==> config.mk <==
export PLATFORM = sky130hd
export DESIGN_NAME = rom_arbiter
export DESIGN_NICKNAME = d
export VERILOG_FILES = /design/src/rtl/rom_arbiter.sv
export SDC_FILE = /design/constraint.sdc
export NUM_CORES = 1
export LEC_CHECK = 0
export CAP_MARGIN = 20
export CORE_MARGIN = 2
export CORE_UTILIZATION = 25
export CTS_CLUSTER_DIAMETER = 200
export DETAILED_ROUTE_END_ITERATION = 6
export PLACE_DENSITY = 0.54
export SLEW_MARGIN = 20
export SYNTH_ARGS = -nofsm -noshare
export SYNTH_HDL_FRONTEND = slang
export SYNTH_SLANG_ARGS = --single-unit
==> constraint.sdc <==
create_clock -name i_clk -period 2.1 [get_ports i_clk]
set_clock_uncertainty 0.05 [all_clocks]
set_input_delay 0.525 -clock i_clk [delete_from_list [all_inputs] [get_ports i_clk]]
set_output_delay 0.525 -clock i_clk [all_outputs]
set_load 0.05 [all_outputs]
==> src/rtl/rom_arbiter.sv <==
// rom_arbiter: shares the single RGB tile ROM between the background fetcher (port 0)
// and the sprite/ball fetcher (port 1), one outstanding read at a time, round-robin.
module rom_arbiter #(
    parameter int ADDR_W  = 9,
    parameter int DATA_W  = 24,
    parameter int TIMEOUT = 15
) (
    input  logic              i_clk,
    input  logic              i_rst,
    input  logic              i_req0,
    input  logic              i_req1,
    input  logic [ADDR_W-1:0] i_addr0,
    input  logic [ADDR_W-1:0] i_addr1,
    output logic              o_gnt0,
    output logic              o_gnt1,
    output logic              o_valid0,
    output logic              o_valid1,
    output logic [DATA_W-1:0] o_data,
    output logic              o_err,
    output logic              o_busy,
    output logic              o_rom_read,
    output logic [ADDR_W-1:0] o_rom_address,
    input  logic [DATA_W-1:0] i_rom_data,
    input  logic              i_rom_valid
);

    typedef enum logic [1:0] {
        IDLE,
        ISSUE,
        WAIT
    } state_t;

    localparam logic [7:0] CNT_LAST = 8'(TIMEOUT - 1);

    state_t            state_q, state_d;
    logic              rr_q, rr_d;
    logic              port_q, port_d;
    logic [ADDR_W-1:0] addr_q, addr_d;
    logic [7:0]        cnt_q, cnt_d;
    logic [DATA_W-1:0] data_q, data_d;
    logic              valid0_q, valid0_d;
    logic              valid1_q, valid1_d;
    logic              err_q, err_d;
    logic              winner;

    always_ff @(posedge i_clk) begin
        if (i_rst) begin
            state_q  <= IDLE;
            rr_q     <= 1'b0;
            port_q   <= 1'b0;
            addr_q   <= '0;
            cnt_q    <= '0;
            data_q   <= '0;
            valid0_q <= 1'b0;
            valid1_q <= 1'b0;
            err_q    <= 1'b0;
        end else begin
            state_q  <= state_d;
            rr_q     <= rr_d;
            port_q   <= port_d;
            addr_q   <= addr_d;
            cnt_q    <= cnt_d;
            data_q   <= data_d;
            valid0_q <= valid0_d;
            valid1_q <= valid1_d;
            err_q    <= err_d;
        end
    end

    // The response strobes are pulses, so they default low; everything else holds.
    always_comb begin
        state_d  = state_q;
        rr_d     = rr_q;
        port_d   = port_q;
        addr_d   = addr_q;
        cnt_d    = cnt_q;
        data_d   = data_q;
        valid0_d = 1'b0;
        valid1_d = 1'b0;
        err_d    = 1'b0;
        winner   = 1'b0;
        case (state_q)
            IDLE: begin
                if (i_req0 || i_req1) begin
                    winner  = (i_req0 && i_req1) ? rr_q : i_req1;
                    port_d  = winner;
                    rr_d    = ~winner;
                    addr_d  = winner ? i_addr1 : i_addr0;
                    state_d = ISSUE;
                end
            end
            ISSUE: begin
                cnt_d   = '0;
                state_d = WAIT;
            end
            WAIT: begin
                cnt_d = cnt_q + 8'd1;
                // A ROM answer in the last allowed cycle still beats the timeout.
                if (i_rom_valid) begin
                    data_d   = i_rom_data;
                    valid0_d = ~port_q;
                    valid1_d = port_q;
                    state_d  = IDLE;
                end else if (cnt_q == CNT_LAST) begin
                    data_d   = '0;
                    valid0_d = ~port_q;
                    valid1_d = port_q;
                    err_d    = 1'b1;
                    state_d  = IDLE;
                end
            end
            default: state_d = IDLE;
        endcase
    end

    assign o_gnt0        = (state_q == ISSUE) && !port_q;
    assign o_gnt1        = (state_q == ISSUE) && port_q;
    assign o_rom_read    = (state_q == ISSUE);
    assign o_busy        = (state_q != IDLE);
    assign o_rom_address = addr_q;
    assign o_data        = data_q;
    assign o_valid0      = valid0_q;
    assign o_valid1      = valid1_q;
    assign o_err         = err_q;

endmodule

# --- Yosys cells after proc, flatten, opt, wreduce, memory -nomap -nowiden ---
# Index checks and enable logic that the tools add are counted.
classes:
  addsub: 1
  n_eq_ne: 5
  n_mux: 14
  bitwise_logic: 3
  n_reduce_logical: 14
ops:
  columns: ["cell", "count"]
  rows:
  - ["2-to-1 mux 24 bit", 2]
  - ["case mux 8 bit (2 select lines)", 1]
  - ["2-to-1 mux 9 bit", 1]
  - ["adder 8 x 1 -> 8 bit, second input constant", 1]
  - ["== test 8 x 4 -> 1 bit, second input constant", 1]
  - ["2-to-1 mux 1 bit", 6]
  - ["2-to-1 mux 2 bit", 3]
  - ["case mux 2 bit (3 select lines)", 1]
  - ["AND reduction 2 bit", 3]
  - ["nonzero test 2 bit", 3]
  - ["logical AND 1 bit", 3]
  - ["inequality test 3 bit, second input constant", 1]
  - ["inverter 1 bit", 3]
  - ["OR reduction 3 bit", 1]
  - ["== test 2 x 1 -> 1 bit, second input constant", 1]
  - ["== test 2 bit, second input constant", 1]
  - ["zero test 2 bit", 1]
  - ["inequality test 2 bit, second input constant", 1]
  - ["OR reduction 2 bit", 1]
  - ["zero test 1 bit", 1]
  - ["logical OR 1 bit", 1]
word_totals:
  regBits: 48
  in_bits: 47

# --- Depth between registers and ports, before layout ---
logic_depth:
  word_depth: 4
  mapped_depth: 7
  ltp_nobuf: 6

# --- Worst setup path after synthesis ---
# OpenSTA, ideal clock, no wires.
synth_path:
  path_type: "register to output"
  from: "register state_q[1]"
  to: "output port o_gnt0"
  arrival_time_ns: 1.655
  required_time_ns: 1.525
  slack_ns: -0.130
  path_stages_with_launch: 4
  path_buffers: 0
  path_cell_list: "dfxtp_1 > inv_1 > ha_1 > nor2b_1"
synth_between:
  elab_chain_cells: 2
synth_rtl:
  columns: ["element", "line_no", "text"]
  rows:
  - ["start: declaration", "35", "state_t state_q, state_d;"]
  - ["start signal: assignment", "58", "state_q <= state_d;"]
  - ["== test 2 x 1 -> 1 bit", null, null]
  - ["net o_rom_read", "21", "output logic o_rom_read,"]
  - ["logical AND 1 bit", "116", "assign o_gnt0 = (state_q == ISSUE) && !port_q;"]
  - ["end: declaration", "14", "output logic o_gnt0,"]
# The timed path passes the listed nets, and every way through them passes these cells.

# --- Worst setup path after layout ---
layout_path:
  from: "register data_q[2] (netlist: o_data[2])"
  to: "output port o_data[2]"
layout_rtl:
  columns: ["element", "line_no", "text"]
  rows:
  - ["start: declaration", "40", "logic [DATA_W-1:0] data_q, data_d;"]
  - ["start signal: assignment", "63", "data_q <= data_d;"]
  - ["end: declaration", "18", "output logic [DATA_W-1:0] o_data,"]
# No word-level cell between the ends.

==> run summary <==
Outcome - finished, final reports clean
DRC viols - 0
Syn Std Cell Area - 1820 µm²
Clock share of power - 26.4%
Max Root-Sink Buffers - 2
Port bufs - 86
Crit Path Category - flip-flop to output port
Num rows - 31
RD Place Congestion - 0.729
Met2 WL - 2060 µm
Overall Global Routing Usage - 12.0%
Hold Path Class - flip-flop to flip-flop
Cell count after synthesis - 169
Slew headroom - 62.1%
CORE AREA - 7140 µm²
Later-pin clock latency in the skew report - 0.30 ns
Die Y - 89.3 µm
Highest metal used - met4
Period minus WS final - 2.04 ns
Max Cap Viol - 0
Pleak - 1.13 nW
Number of buffers created by CTS - 5
Number of clock sinks - 48
Comb pwr share - 26.7%
Seq cells post-synth - 48
Die footprint - 7980 µm²
Initial drt markers - 77
Routed Antenna Nets - 0
Cell variety after synth - 33
Period utilisation layout - 97.1%
Post-CTS sizing - 0
Sequential fraction of design power - 46.9%
Area of the multi-input gates - 788 µm²
Core Util, Final - 40.7%
Final std cells w/o fill - 360
Post-CTS Hold Buffers - 0
Via Count - 1632
Dpl hpwl - 3320 µm
Worst Tran Pin Value - 0.567 ns
Critical Path Max Stage Delay - 0.81 ns
Power per cell area - 721 nW/µm²
Filler Cell Count - 725
Register Area - 961 µm²
Ys Warns - 0
Die Wd - 89.3 µm
Hold Fails Final Rpt - 0
Setup Viol. Count Final - 0
Synth-to-layout area growth - 59.6%
Post-synth top area cell - dfxtp_1
Worst path slowest cell - clkdlybuf4s50_1
Reg clk slew, reported paths - 0.09 ns
Post-Route M1 WL - 2120 µm
WP data arrival - 1.46 ns
H-tree depth - 2
Setup crit start kind - flip-flop
IO Count - 87
Vias per cell - 4.53
Routed length per instance - 12.9 µm
Sw frac - 31.6%
Max Transition Viols Final - 0
Pint - 0.00143 W
RSZ-0062 raised after global routing - false
Cell class contributing the biggest share of worst-path delay - buffers and inverters
Yosys top cell area share - 52.8%
Count leader, synth - dfxtp_1
Post-synth EDFFs - 0
Ys async rst share - 0%
Inserted Diodes - 0
Psw - 0.000662 W
Antenna violations before repair - 0
Initial DRT Pass Iterations - 7
Sequential share of the synthesized area - 52.8%
Most used DFF post-synth - dfxtp_1
Vias in the first global route - 1559
Nets - 313
Crit. End Element - output port
Worst path cell trace - clkdlybuf4s50_1
Post-CTS setup buffer count - 0
GRT overflow - 0
Starting Density - 25.5%
Max IR drop VDD - 383 µV
CP Max Fanout - 2
Net Count, Synth - 222
Worst EP required - 1.52 ns
Layout cell share with drive strength beyond 1 - 13.8%
Top cells by area, synth - dfxtp_1, a22o_1, a222oi_1, nor2_1, ha_1
Pin count of the biggest net entering global routing - 25
Post-synth top cells - dfxtp_1, nor2_1, a22o_1
Fmax - 491 MHz
Root buffer cell - clkbuf_8
Met3 routed WL - 437 µm
Place WS - -0.240 ns
Syn_area_per_cell - 10.8 µm²
Final worst setup slack - 0.0618 ns
Final WL - 4660 µm
WP buf/inv - 1
CTS tree - built
First-pass GRT wire length - 7380 µm
Dpl cells - 352
==> power groups by stage <==
| stage | Combinational [W] | Clock, W | Sequential, W |
|---|---|---|---|
| 6_report | 0.000559 | 0.000553 | 0.000982 |
| 5_1_grt | 0.000599 | 0.000613 | 0.000988 |
| 4_1_cts | 0.000566 | 0.000576 | 0.000982 |
| 3_5_place_dp | 0.000563 | 0 | 0.00100 |
| 3_3_place_gp | 0.000562 | 0 | 0.00100 |
| 2_1_floorplan | 0.000202 | 0 | 0.00112 |
==> sequential cells by signal, summed over array words and instances, names as in the netlist <==
register and count:
o_data 24, o_rom_address 9, cnt_q 8, state_q 2
o_err 1, o_valid0 1, o_valid1 1, port_q 1
rr_q 1
==> layout by cell type, fill, tap and decap left out, types with 2 or more instances in the layout <==
master,count
nand2b_1,3
a21oi_2,2
nor3_1,2
nor2_1,20
or3_1,2
ha_1,6
buf_4,12
o21ai_0,3
clkbuf_8,5
clkinv_2,2
a222oi_1,9
xor2_1,4
buf_12,3
a21oi_1,7
nand2_1,7
dfxtp_1,48
clkdlybuf4s50_1,75
a22o_2,4
inv_1,8
a22o_1,20
nand4_1,3
==> routing by layer <==
layer	global-route usage, %	vias to the layer above
met2	18.4	71
met1	15.8	758
met3	4.62	6
met4	3.66	0
li1	-	797
met5	0	-
==> stage by stage <==
step | power, W | hold slack [ns] | instance area [µm²] | TNS (ns)
2_1_floorplan | 0.00132 | 0.415 | 1820 | 0
3_3_place_gp | 0.00156 | 0.407 | 2810 | -5.41
3_5_place_dp | 0.00156 | 0.404 | 2810 | -5.36
4_1_cts | 0.00212 | 0.435 | 2900 | 0
5_1_grt | 0.00220 | 0.445 | 2900 | 0
6_report | 0.00209 | 0.429 | 2900 | 0
==> final timing paths <==
| path | startpoint | cells after the start | end | slack, ns |
|---|---|---|---|---|
| min reg2reg | o_data[12] | 1 | o_data[12] | 0.43 |
| max reg2reg | state_q[0] | 5 | cnt_q[7] | 0.34 |
| max | o_data[2] | 1 | o_data[2] | 0.06 |
| min | o_data[12] | 1 | o_data[12] | 0.43 |
==> kinds of logic (layout without fill, tap and decap cells) <==
family / after synthesis / after routing / synth area share (%)
compound gates: 51 / 51 / 24.0
flops: 48 / 48 / 52.8
simple gates: 44 / 44 / 12.2
buf+inv: 15 / 107 / 4.40
fa+ha+maj: 6 / 6 / 4.13
xor+xnor: 4 / 4 / 1.93
mux: 1 / 1 / 0.550
==> cell type report <==
cell class,instances,area share (%)
Clock buffer,5,2.37
Clock inverter,3,0.646
Inverter,8,1.03
Multi-Input combinational cell,106,27.1
Sequential cell,48,33.1
Tap cell,99,4.27
Timing Repair Buffer,91,31.5
No activity file was read; power rests on OpenSTA's default activity.
